===== config.mk =====
export PLATFORM = sky130hd
export DESIGN_NAME = io_port_responder
export DESIGN_NICKNAME = d
export VERILOG_FILES = /design/src/rtl/io_port_responder.sv
export SDC_FILE = /design/constraint.sdc
export NUM_CORES = 1
export LEC_CHECK = 0
export CORE_AREA = 8 8 115 117
export CTS_CLUSTER_DIAMETER = 150
export DETAILED_ROUTE_END_ITERATION = 12
export DIE_AREA = 0 0 123 125
export RECOVER_POWER = 25
export SYNTH_ARGS = -nofsm -noshare
export SYNTH_HDL_FRONTEND = slang
export SYNTH_SLANG_ARGS = --single-unit

===== constraint.sdc =====
create_clock -name clk -period 5.4 [get_ports clk]
set_input_delay 0.81 -clock clk [delete_from_list [all_inputs] [get_ports clk]]
set_output_delay 0.81 -clock clk [all_outputs]
set_load 0.02 [all_outputs]

===== src/rtl/io_port_responder.sv =====
// io_port_responder: I/O strobe responder with an output byte FIFO that
// drains over a valid/ready handshake, and a single-byte input capture buffer
// with sticky overflow/overrun status.
// Optional build macro IO_PORT_IRQ_EN adds a masked, registered irq output.
module io_port_responder #(
    parameter int FIFO_DEPTH = 4,
    parameter int PTR_W      = 2
) (
    input  logic       clk,
    input  logic       reset,
    input  logic       io_enable,
    input  logic       io_write_enable,
    input  logic       io_addr,
    input  logic [7:0] io_wdata,
    output logic [7:0] io_rdata,
    output logic       io_busy,
    output logic [7:0] out_data,
    output logic       out_valid,
    input  logic       out_ready,
    input  logic [7:0] in_data,
`ifdef IO_PORT_IRQ_EN
    output logic       irq,
`endif
    input  logic       in_strobe
);

    typedef enum logic [1:0] {
        ST_EMPTY,
        ST_PARTIAL,
        ST_FULL
    } state_t;

    localparam logic [PTR_W:0]   DEPTH_C = (PTR_W + 1)'(FIFO_DEPTH);
    localparam logic [PTR_W:0]   CNT_ONE = (PTR_W + 1)'(1);
    localparam logic [PTR_W-1:0] PTR_ONE = PTR_W'(1);

    // FIFO storage and bookkeeping
    logic [7:0]       mem_q [FIFO_DEPTH];
    logic [PTR_W-1:0] wr_ptr_q, rd_ptr_q;
    logic [PTR_W:0]   count_q;
    state_t           state_q, state_d;

    // Input side and status
    logic [7:0] in_buf_q;
    logic       in_full_q, in_full_d;
    logic       in_overrun_q, in_overrun_d;
    logic       out_overflow_q, out_overflow_d;
    logic [7:0] io_rdata_q, io_rdata_d;
    logic       irq_bit;

    // Access decode
    logic data_wr, ctrl_wr, data_rd, stat_rd;
    logic flush, pop, push, ovf_set, capture, overrun_set;

    assign data_wr = io_enable &  io_write_enable & ~io_addr;
    assign ctrl_wr = io_enable &  io_write_enable &  io_addr;
    assign data_rd = io_enable & ~io_write_enable & ~io_addr;
    assign stat_rd = io_enable & ~io_write_enable &  io_addr;

    assign flush   = ctrl_wr & io_wdata[0];
    // A flush wins over any handshake on the same cycle.
    assign pop     = out_valid & out_ready & ~flush;
    // A full FIFO still accepts a byte when its head leaves on the same edge.
    assign push    = data_wr & ((count_q != DEPTH_C) | pop);
    assign ovf_set = data_wr & ~push;

    // A full buffer takes a new byte only when the old one is read out together with it.
    assign capture     = in_strobe & (~in_full_q | data_rd);
    assign overrun_set = in_strobe & in_full_q & ~data_rd;

    assign out_valid = (state_q != ST_EMPTY);
    assign io_busy   = (state_q == ST_FULL);
    assign out_data  = mem_q[rd_ptr_q];
    assign io_rdata  = io_rdata_q;

    // FIFO storage, pointers and occupancy count
    always_ff @(posedge clk) begin
        if (!reset) begin
            for (int unsigned i = 0; i < FIFO_DEPTH; i++) mem_q[i] <= '0;
            wr_ptr_q <= '0;
            rd_ptr_q <= '0;
            count_q  <= '0;
        end else if (flush) begin
            // Empty the queue by aligning the read pointer with the write pointer.
            rd_ptr_q <= wr_ptr_q;
            count_q  <= '0;
        end else begin
            if (push) begin
                mem_q[wr_ptr_q] <= io_wdata;
                wr_ptr_q        <= wr_ptr_q + PTR_ONE;
            end
            if (pop) rd_ptr_q <= rd_ptr_q + PTR_ONE;
            if (push && !pop)      count_q <= count_q + CNT_ONE;
            else if (pop && !push) count_q <= count_q - CNT_ONE;
        end
    end

    // FIFO occupancy state register
    always_ff @(posedge clk) begin
        if (!reset) state_q <= ST_EMPTY;
        else        state_q <= state_d;
    end

    // FIFO occupancy next-state logic
    always_comb begin
        state_d = state_q;
        if (flush) begin
            state_d = ST_EMPTY;
        end else begin
            unique case (state_q)
                ST_EMPTY:   if (push) state_d = ST_PARTIAL;
                ST_PARTIAL: begin
                    if (push && !pop && (count_q == DEPTH_C - CNT_ONE))
                        state_d = ST_FULL;
                    else if (pop && !push && (count_q == CNT_ONE))
                        state_d = ST_EMPTY;
                end
                ST_FULL:    if (pop && !push) state_d = ST_PARTIAL;
                default:    state_d = ST_EMPTY;
            endcase
        end
    end

    // Input buffer, sticky flags and read-data next values
    always_comb begin
        in_full_d = in_full_q;
        if (data_rd || (ctrl_wr && io_wdata[1])) in_full_d = 1'b0;
        if (capture) in_full_d = 1'b1;

        in_overrun_d   = overrun_set | (in_overrun_q & ~stat_rd);
        out_overflow_d = ovf_set | (out_overflow_q & ~stat_rd);

        io_rdata_d = io_rdata_q;
        if (data_rd)
            io_rdata_d = in_buf_q;
        else if (stat_rd)
            io_rdata_d = {3'b000, irq_bit, in_overrun_q, out_overflow_q, io_busy, in_full_q};
    end

    // Input buffer, sticky flags and read-data registers
    always_ff @(posedge clk) begin
        if (!reset) begin
            in_buf_q       <= '0;
            in_full_q      <= 1'b0;
            in_overrun_q   <= 1'b0;
            out_overflow_q <= 1'b0;
            io_rdata_q     <= '0;
        end else begin
            if (capture) in_buf_q <= in_data;
            in_full_q      <= in_full_d;
            in_overrun_q   <= in_overrun_d;
            out_overflow_q <= out_overflow_d;
            io_rdata_q     <= io_rdata_d;
        end
    end

`ifdef IO_PORT_IRQ_EN
    logic irq_mask_q, irq_q;
    logic unused_wdata;
    assign unused_wdata = ^{io_wdata[7:6], io_wdata[3:2]};
    assign irq_bit      = irq_mask_q;
    assign irq          = irq_q;

    // Interrupt mask and registered, masked interrupt request
    always_ff @(posedge clk) begin
        if (!reset) begin
            irq_mask_q <= 1'b0;
            irq_q      <= 1'b0;
        end else begin
            if (ctrl_wr && io_wdata[4]) irq_mask_q <= io_wdata[5];
            irq_q <= ~irq_mask_q & (in_full_q | out_overflow_q | in_overrun_q);
        end
    end
`else
    logic unused_wdata;
    assign unused_wdata = ^io_wdata[7:2];
    assign irq_bit      = 1'b0;
`endif

endmodule


==> results.json <==
{
  "status": "finished with violations",
  "violations": "max-capacitance violations, max-slew violations",
  "rows": 40,
  "drt_iter0_drc": 77,
  "p_comb_frac": 0.101,
  "stdcell_area_um2": 3620,
  "ant_nets": 0,
  "stdcell_count": 445,
  "p_leak_nw": 1.32,
  "grt-ovfl-total": 0,
  "root_buffer": "clkbuf_16",
  "ir_worst_vdd_mv": 0.181,
  "worstPathCellList": "dlygate4sd3_1, clkbuf_1, clkinv_1, a21o_1",
  "switching_share": 0.235,
  "area_delta_synth_final_pct": 29.6,
  "finalClockSkew_ns": 0.00564,
  "fmaxAchievable_ghz": 0.261,
  "rsz0062_at_grt": "false",
  "tritoncts": "done",
  "die_y_um": 125,
  "post_drt_wl_per_cell_um": 14.1,
  "slew_headroom": -0.187,
  "drt_first_pass_iters": 4,
  "yosys.area.top_type_share": 0.344,
  "postCtsHoldBufs": 0,
  "grt_pass1_vias": 2032,
  "grt_first_pass_wirelength_um": 10200,
  "setup_viol": 0,
  "dp.cells": 429,
  "vias": 1980,
  "synth_edf_count": 32,
  "synth-simple-area-share": 0.156,
  "reg2regPathDepth": 6,
  "crit_arrival_ns": 3.86,
  "nets": 323,
  "place_congestion": 0.760,
  "cellPowerDensity_nw_per_um2": 337,
  "crit_slowest_cell": "clkbuf_1",
  "grt_max_degree": 40,
  "crit_type": "in2reg",
  "fin_tns_setup_ns": 0,
  "place_hpwl_um": 4460,
  "hold_viol_final": 0,
  "crit_fanout": 39,
  "cts_resized": 0,
  "core_area_um2": 11600,
  "nFillCells": 1209,
  "antenna_found_initial": 0,
  "finish.utilization": 0.312,
  "synthTopCellsByArea": "edfxtp_1 34%, dfxtp_1 22%, mux4_2 6.5%, mux2i_1 5.4%, nand2_1 5.2%",
  "holdWs_ns": 0.453,
  "synth_top_area_cell": "edfxtp_1",
  "ys_types": 42,
  "switchingPower_uw": 287,
  "path_clk_slew_ns": 0.05,
  "cp_slowest_stage_delay_ns": 1.27,
  "synth_common_cells": "39 x nand2_1, 39 x nor2_1, 32 x edfxtp_1",
  "maxCapViolCount": 1,
  "syn_nets": 282,
  "syn_avg_cell_area_um2": 11.1,
  "drc_errors": 0,
  "die_w_um": 123,
  "hold_path_class": "reg2reg",
  "place_area_um2": 3320,
  "p_int_uw": 934,
  "clkPwrFrac": 0.463,
  "cp.required_ns": 5.42,
  "grt_use_total": 0.0846,
  "cp-start-kind": "input pin",
  "synth_warnings": 0,
  "post_route_cells_drive_above_1_share": 0.101,
  "via_per_inst": 4.45,
  "synth_top_family_by_area": "simple AND/OR/NAND/NOR gates",
  "synthMuxAreaShare": 0.118,
  "floorplan.die_area_um2": 15400,
  "synth_area_um2": 2790,
  "portBuffers": 40,
  "worst_pin_slew_ns": 1.78,
  "clock-sinks": 62,
  "synthArstFlopShare": 0,
  "worst_setup_path_end_kind": "flop",
  "syn_inst": 252,
  "yosys.area_share.adder": 0.0314,
  "clk_latency_ns": 0.33,
  "initial_utilization": 0.240,
  "min_period_over_period": 0.710,
  "postCtsSetupBuffers": 0,
  "synthXorXnorAreaFrac": 0.0126,
  "hold_depth": 2,
  "clock_path_buffers": 2,
  "synthFlopType": "edfxtp_1",
  "min_period_ns": 3.83,
  "yosysSeqAreaShare": 0.560,
  "ys_ff_latch": 62,
  "htree_levels": 3,
  "routed_wl_um": 6290,
  "io_pins": 41,
  "seq_power_share": 0.436,
  "numCtsBuffers": 9,
  "insertedDiodeCount": 0,
  "slew_viol_final": 40,
  "synth_compound_gate_area_share": 0.0892
}
## cell usage in the layout, fill, tap and decap left out, drive strengths merged, types with 7 or more instances in the layout
cell,Yosys,final
nor2,39,39
clkbuf,3,10
o21ai,7,7
dlygate4sd3,0,10
inv,8,9
a21oi,12,12
ha,7,7
clkdlybuf4s50,0,30
mux4,8,8
mux2i,15,15
dfxtp,30,30
edfxtp,32,32
nand2,39,39
## registers in the layout (all words and copies together) (netlist names), 2 cells and up, named ones only
register and count:
state_q 2, rd_ptr_q 2, in_buf_q 8, count_q 3
mem_q 32, wr_ptr_q 2, io_rdata 8
## worst max-delay path, delay by kind of cell
family | cells | cell delay [ns]
AO/OA/AOI/OAI | 1 | 0.49
buffers and inverters | 3 | 2.54
## power by group through the flow
stage	sequential, mW	combinational (mW)	clock, mW
after floorplan	0.538	0.0768	0
after global placement	0.542	0.124	0
after detailed placement	0.542	0.126	0
after CTS	0.533	0.127	0.576
after global routing	0.536	0.136	0.597
final	0.532	0.123	0.565
## worst paths after layout
path / slack, ns / start / endpoint
min: 0.45 / io_rdata[7]$_SDFFE_PN0P_ / io_rdata[7]$_SDFFE_PN0P_
max: 1.57 / reset / mem_q[3][0]$_DFFE_PP_
min reg2reg: 0.45 / io_rdata[7]$_SDFFE_PN0P_ / io_rdata[7]$_SDFFE_PN0P_
max reg2reg: 3.15 / count_q[0]$_SDFFE_PP0P_ / mem_q[2][0]$_SDFFCE_PN0P_
## routing by layer
metal	global-route usage	wire length, µm	vias up
met5	0	0	-
met4	0.0234	36	0
met3	0.0396	530	4
met2	0.129	2870	59
met1	0.104	2850	939
li1	-	-	978
## area by class of cell
type,count,area [µm²],share of cell area
inverter,9,33.8,0.00934
multi-input combinational,170,1140,0.314
sequential,62,1560,0.432
timing repair buffer,41,404,0.112
clock inverter,7,72.6,0.0201
clock buffer,9,225,0.0623
tap,147,184,0.0508
## logic make-up (layout without fill, tap and decap cells)
logic type,Yosys count,in the layout
xor+xnor,4,4
simple gates,100,100
compound gates,36,36
buf+inv,20,66
mux,23,23
fa+ha+maj,7,7
flops,62,62
## through the flow
step	total power [mW]	setup WS [ns]
4_1_cts	1.24	2.38
2_1_floorplan	0.615	3.30
6_report	1.22	1.57
3_3_place_gp	0.666	2.47
3_5_place_dp	0.668	2.39
5_1_grt	1.27	1.27
No activity file was read; power rests on OpenSTA's default activity.
==> RTL change 1, RTL diff (same settings) <==
Add a define of `IO_PORT_IRQ_EN`.
--- a/src/rtl/io_port_responder.sv
+++ b/src/rtl/io_port_responder.sv
@@ -2,6 +2,8 @@
 // drains over a valid/ready handshake, and a single-byte input capture buffer
 // with sticky overflow/overrun status.
 // Optional build macro IO_PORT_IRQ_EN adds a masked, registered irq output.
+`define IO_PORT_IRQ_EN
+
 module io_port_responder #(
     parameter int FIFO_DEPTH = 4,
     parameter int PTR_W      = 2
Formal check against the unedited RTL (old outputs only; new: irq): not equivalent (Yosys sat finds a counterexample within 4 cycles, from zero or initial values and one cycle with reset low).
==> RTL change 1 against the original RTL <==
- via count rose by 1.3%
- largest power group unchanged
- sequential cell count increased by 2
- critical path type unchanged
- cell count is 2.0% higher
- synthesized area is 3.7% higher
- first-iteration DRC count rose by 81%
- total power up 5.6%
- wire length grew 5.4%
- cell area is 3.5% higher
- worst setup slack improved by 0.71 ns
- count of clock-buffer cells in the layout rose by 2
==> RTL change 1: results (changes against the original RTL) <==
| Metric | Value |
|---|---|
| CP Max Fanout | `27 (-31%)` |
| Maximum root-to-sink buffer count | `2 (unchanged)` |
| Area of the multi-input gates | `1190 sq um (+4.5%)` |
| TritonCTS buffer count | `9 (unchanged)` |
| Antenna violations before repair | `0 (unchanged)` |
| Post-Place Worst Slack | `2.23 ns (-0.158 ns)` |
| DP HPWL | `4.83 mm (+8.3%)` |
| Filler cells | `1200 (-0.74%)` |
| Largest Register | `mem_q` |
| IO Port Bufs | `41 (+2.5%)` |
| First-pass GRT wire length | `10.8 mm (+5.0%)` |
| Post CTS Setup Buffer Count | `0 (unchanged)` |
| EDFF count, synth | `32 (unchanged)` |
| CP top delay family | `buffers and inverters` |
| TritonRoute pass-1 iters | `5 (+1)` |
| DR vias | `2006 (+1.3%)` |
| Synth top area cells | `edfxtp_1 33%, dfxtp_1 22%, mux4_2 6.2%` |
| Avg WL per Cell | `14.6 um (+3.3%)` |
| Slowest CP cell | `clkbuf_1` |
| Pin count of the biggest net entering global routing | `28 (-30%)` |
| M3 GR Usage | `4.19% (+0.23 points)` |
| Ys async rst share | `0% (unchanged)` |
| Synth Warn # | `0 (unchanged)` |
| Area post-placement | `3430 sq um (+3.3%)` |
| Clock Tree Root | `clkbuf_16` |
| Number of global-route vias before repair | `2094 (+3.1%)` |
| Max FFs per register | `32 (unchanged)` |
| Status | `finished clean` |
| Share of layout cells above drive strength 1 | `9.12% (-0.95 points)` |
| Nets | `332 (+2.8%)` |
| Syn Nets | `291 (+3.2%)` |
| Clock transition at path regs | `0.05 ns (about the same)` |
| H-tree Lvls | `3 (unchanged)` |
| Worst vdd ir | `152 uV (-16%)` |
| Drt initial violations | `139 (+81%)` |
| Fin Clk Skew | `0.00370 ns (-0.00194 ns)` |
| Grt met2 use | `14.2% (+1.2 points)` |
| Post-synthesis sequential area ratio | `55.4% (-0.60 points)` |
| Crit path DAT | `3.23 ns (-0.63 ns)` |
| Synthesized instance count | `261 (+3.6%)` |
| Gp weighted congestion | `0.754 (-0.74%)` |
| Pleak | `1.37 nW (+3.8%)` |
| Total GRT Usage | `9.04% (+0.58 points)` |
| Worst Hold Class | `flop to flop` |
| CP peak stage delay | `0.91 ns (-0.36 ns)` |
| Met1 Track Usage GR | `10.9% (+0.50 points)` |
| Vias/cell | `4.42 (-0.70%)` |
| Unique masters post-synth | `44 (+4.8%)` |
| CTS resizes | `0 (unchanged)` |
| Antenna fix cells | `0 (unchanged)` |
| Dpl cells | `438 (+2.1%)` |
| Rel. slew slack | `22.2% (+41 points)` |
| Commonest cells post-synth | `39 x nand2_1, 38 x nor2_1, 32 x dfxtp_1, 32 x edfxtp_1, 17 x mux2i_1` |
-- RTL change 1: kinds of logic (layout without fill, tap and decap cells) --
| kind of cell | after synthesis | after routing | share of synthesized area, % |
|---|---|---|---|
| compound gates | 36 | 36 | 8.48 |
| xor+xnor | 4 | 4 | 1.21 |
| fa+ha+maj | 7 | 7 | 3.03 |
| buf+inv | 23 | 69 | 3.59 |
| flops | 64 | 64 | 55.4 |
| mux | 25 | 25 | 12.1 |
| simple gates | 102 | 102 | 16.2 |
-- RTL change 1: final timing paths --
kind | slack [ns] | startpoint | to | cells after the start
max | 2.28 | reset | mem_q[1][5] | 4
min | 0.45 | io_rdata[5] | io_rdata[5] | 2
max reg2reg | 3.19 | count_q[1] | mem_q[2][3] | 6
min reg2reg | 0.45 | io_rdata[5] | io_rdata[5] | 2
-- RTL change 1: power by group --
| part | leakage, nW | switching [W] | internal [W] | total, W |
|---|---|---|---|---|
| clock network | 0.150 | 0.000208 | 0.000404 | 0.000611 |
| logic | 0.625 | 0.0000679 | 0.0000606 | 0.000129 |
| registers | 0.593 | 0.0000152 | 0.000534 | 0.000549 |
| total | 1.37 | 0.000291 | 0.000998 | 0.00129 |
-- RTL change 1: metal layers --
metal / part of all wire [%] / wire, um
met4: 0.85 / 56
met1: 44 / 2940
met5: 0 / 0
met3: 7.5 / 497
met2: 47 / 3130
-- RTL change 1: layout make-up --
cell class / instances / share of cell area, %
Multi-Input combinational cell: 174 / 31.7
Inverter: 11 / 1.10
Sequential cell: 64 / 42.8
Clock inverter: 5 / 2.17
Clock buffer: 11 / 6.22
Timing Repair Buffer: 42 / 11.1
Tap cell: 147 / 4.91
==> RTL change 2, RTL diff (same flow settings) <==
Without the edit above. `io_rdata_q` no longer has a reset.
--- a/src/rtl/io_port_responder.sv
+++ b/src/rtl/io_port_responder.sv
@@ -144,14 +144,16 @@
             in_full_q      <= 1'b0;
             in_overrun_q   <= 1'b0;
             out_overflow_q <= 1'b0;
-            io_rdata_q     <= '0;
         end else begin
             if (capture) in_buf_q <= in_data;
             in_full_q      <= in_full_d;
             in_overrun_q   <= in_overrun_d;
             out_overflow_q <= out_overflow_d;
-            io_rdata_q     <= io_rdata_d;
         end
+    end
+
+    always_ff @(posedge clk) begin
+        io_rdata_q <= io_rdata_d;
     end
 
 `ifdef IO_PORT_IRQ_EN
Formal check against the unedited RTL: differs if reset is asserted again (counterexample within 4 cycles, from zero or initial values and one cycle with reset low); with reset held inactive, the same outputs for 4 cycles.
==> RTL change 2 against the original RTL <==
- sequential power grew 2%
- non-clock buffer count is the same
- worst setup slack gained 0.86 ns
- cell area grew 0.97%
- sequential cell count is the same
- synthesized area grew 0.99%
- total power grew 3.2%
- wire length shrank 1.6%
- global-route usage shrank 0.13 points
- die area is the same
==> RTL change 2: results (changes against the original RTL) <==
| Metric | Value |
|---|---|
| Total GRT Usage | `8.32% (-0.13 points)` |
| DR vias | `1870 (-5.6%)` |
| Hold slack | `0.453 ns (+0.000249 ns)` |
| Synth Area in Compound Gates | `6.71% (-2.2 points)` |
| Post-Layout Inst Area | `3650 sq um (+0.97%)` |
| Synth top area cells | `edfxtp_1 43%, dfxtp_1 16%, mux4_2 6.4%` |
| EDFF count, synth | `40 (+25%)` |
| FF-to-FF End | `mem_q[2][7]` |
| Nets | `308 (-4.6%)` |
| Post-synthesis sequential area ratio | `58.3% (+2.3 points)` |
| DP HPWL | `4.43 mm (-0.72%)` |
| Gp weighted congestion | `0.723 (-4.9%)` |
| Pin count of the biggest net entering global routing | `26 (-35%)` |
| Clk Latency, worst-skew pair | `0.33 ns (about the same)` |
| Post-synthesis adder-cell area fraction | `3.11% (-0.031 points)` |
| Maximum root-to-sink buffer count | `2 (unchanged)` |
| Share of layout cells above drive strength 1 | `13.4% (+3.4 points)` |
| Pleak | `1.33 nW (+1.1%)` |
| First-pass GRT wire length | `9.81 mm (-4.2%)` |
| Unique masters post-synth | `43 (+2.4%)` |
| Crit path DAT | `2.17 ns (-1.69 ns)` |
| Filler cells | `1187 (-1.8%)` |
| Rel. slew slack | `25.2% (+44 points)` |
| Post-Synth XOR/XNOR Area | `1.24% (-0.012 points)` |
| Status | `finished clean` |
| Worst vdd ir | `166 uV (-8.1%)` |
| Tmin final | `2.98 ns (-0.856 ns)` |
| Drt initial violations | `100 (+30%)` |
| Dpl cells | `414 (-3.5%)` |
| Area post-placement | `3340 sq um (+0.64%)` |
| Synthesized instance count | `237 (-6.0%)` |
| Syn Nets | `267 (-5.3%)` |
| Post CTS Setup Buffer Count | `0 (unchanged)` |
| R2R Setup Slk | `3.19 ns (+0.04 ns)` |
| Post-Place Worst Slack | `2.45 ns (+0.0642 ns)` |
| Commonest cells post-synth | `40 x edfxtp_1, 36 x nor2_1, 35 x nand2_1` |
| Avg WL per Cell | `14.4 um (+1.9%)` |
| Vias/cell | `4.35 (-2.3%)` |
| Crit start category | `flop` |
| R2R Path Start | `count_q[0]` |
| Number of global-route vias before repair | `1952 (-3.9%)` |
| CP Max Fanout | `8 (-79%)` |
| Critical path capture point | `out_data[0]` |
| Mux share of post-synthesis cell area | `11.5% (-0.34 points)` |
| Max FFs per register | `32 (unchanged)` |
| Fin Clk Skew | `0.00657 ns (+0.000925 ns)` |
RTL change 2: logic make-up after synthesis:
family	Yosys count
and+or+nand+nor	94
xor gates and xnor gates	4
AOI/OAI and AO/OA	25
adders and majority gates	7
muxes	22
DFF	62
buffers and inverters	23
RTL change 2: routing by layer:
| layer | vias to the layer above | GRT usage (%) | routed length, um |
|---|---|---|---|
| met5 | - | 0 | 0 |
| met4 | 0 | 4.04 | 89 |
| met3 | 8 | 2.88 | 360 |
| met2 | 43 | 12.9 | 2920 |
| met1 | 901 | 10.0 | 2820 |
| li1 | 918 | - | - |
RTL change 2: layout make-up:
type                       count  area share, %
sequential                    62           44.9
multi-input combinational    152           28.9
timing repair buffer          41           11.2
clock buffer                  10           6.85
tap                          147           5.04
clock inverter                 6           1.88
inverter                      12           1.23
RTL change 2: critical path, stage by stage, from the launching register on:
cell and delay (ns):
dfxtp_1 0.67, mux4_2 0.60, clkdlybuf4s50_1 0.56
RTL change 2: how the worst min path moves through the flow:
stage,start,depth (start not counted),endpoint
2_1_floorplan,in_buf_q[4],2,in_buf_q[4]
3_3_place_gp,in_buf_q[7],2,in_buf_q[7]
3_5_place_dp,in_buf_q[7],2,in_buf_q[7]
4_1_cts,in_buf_q[7],2,in_buf_q[7]
5_1_grt,in_buf_q[0],2,in_buf_q[0]
6_report,in_buf_q[7],2,in_buf_q[7]
RTL change 2: where the power goes:
part | switching [W] | internal [W]
clock | 0.000216 | 0.000386
combinational | 0.0000612 | 0.0000570
sequential | 0.0000125 | 0.000527
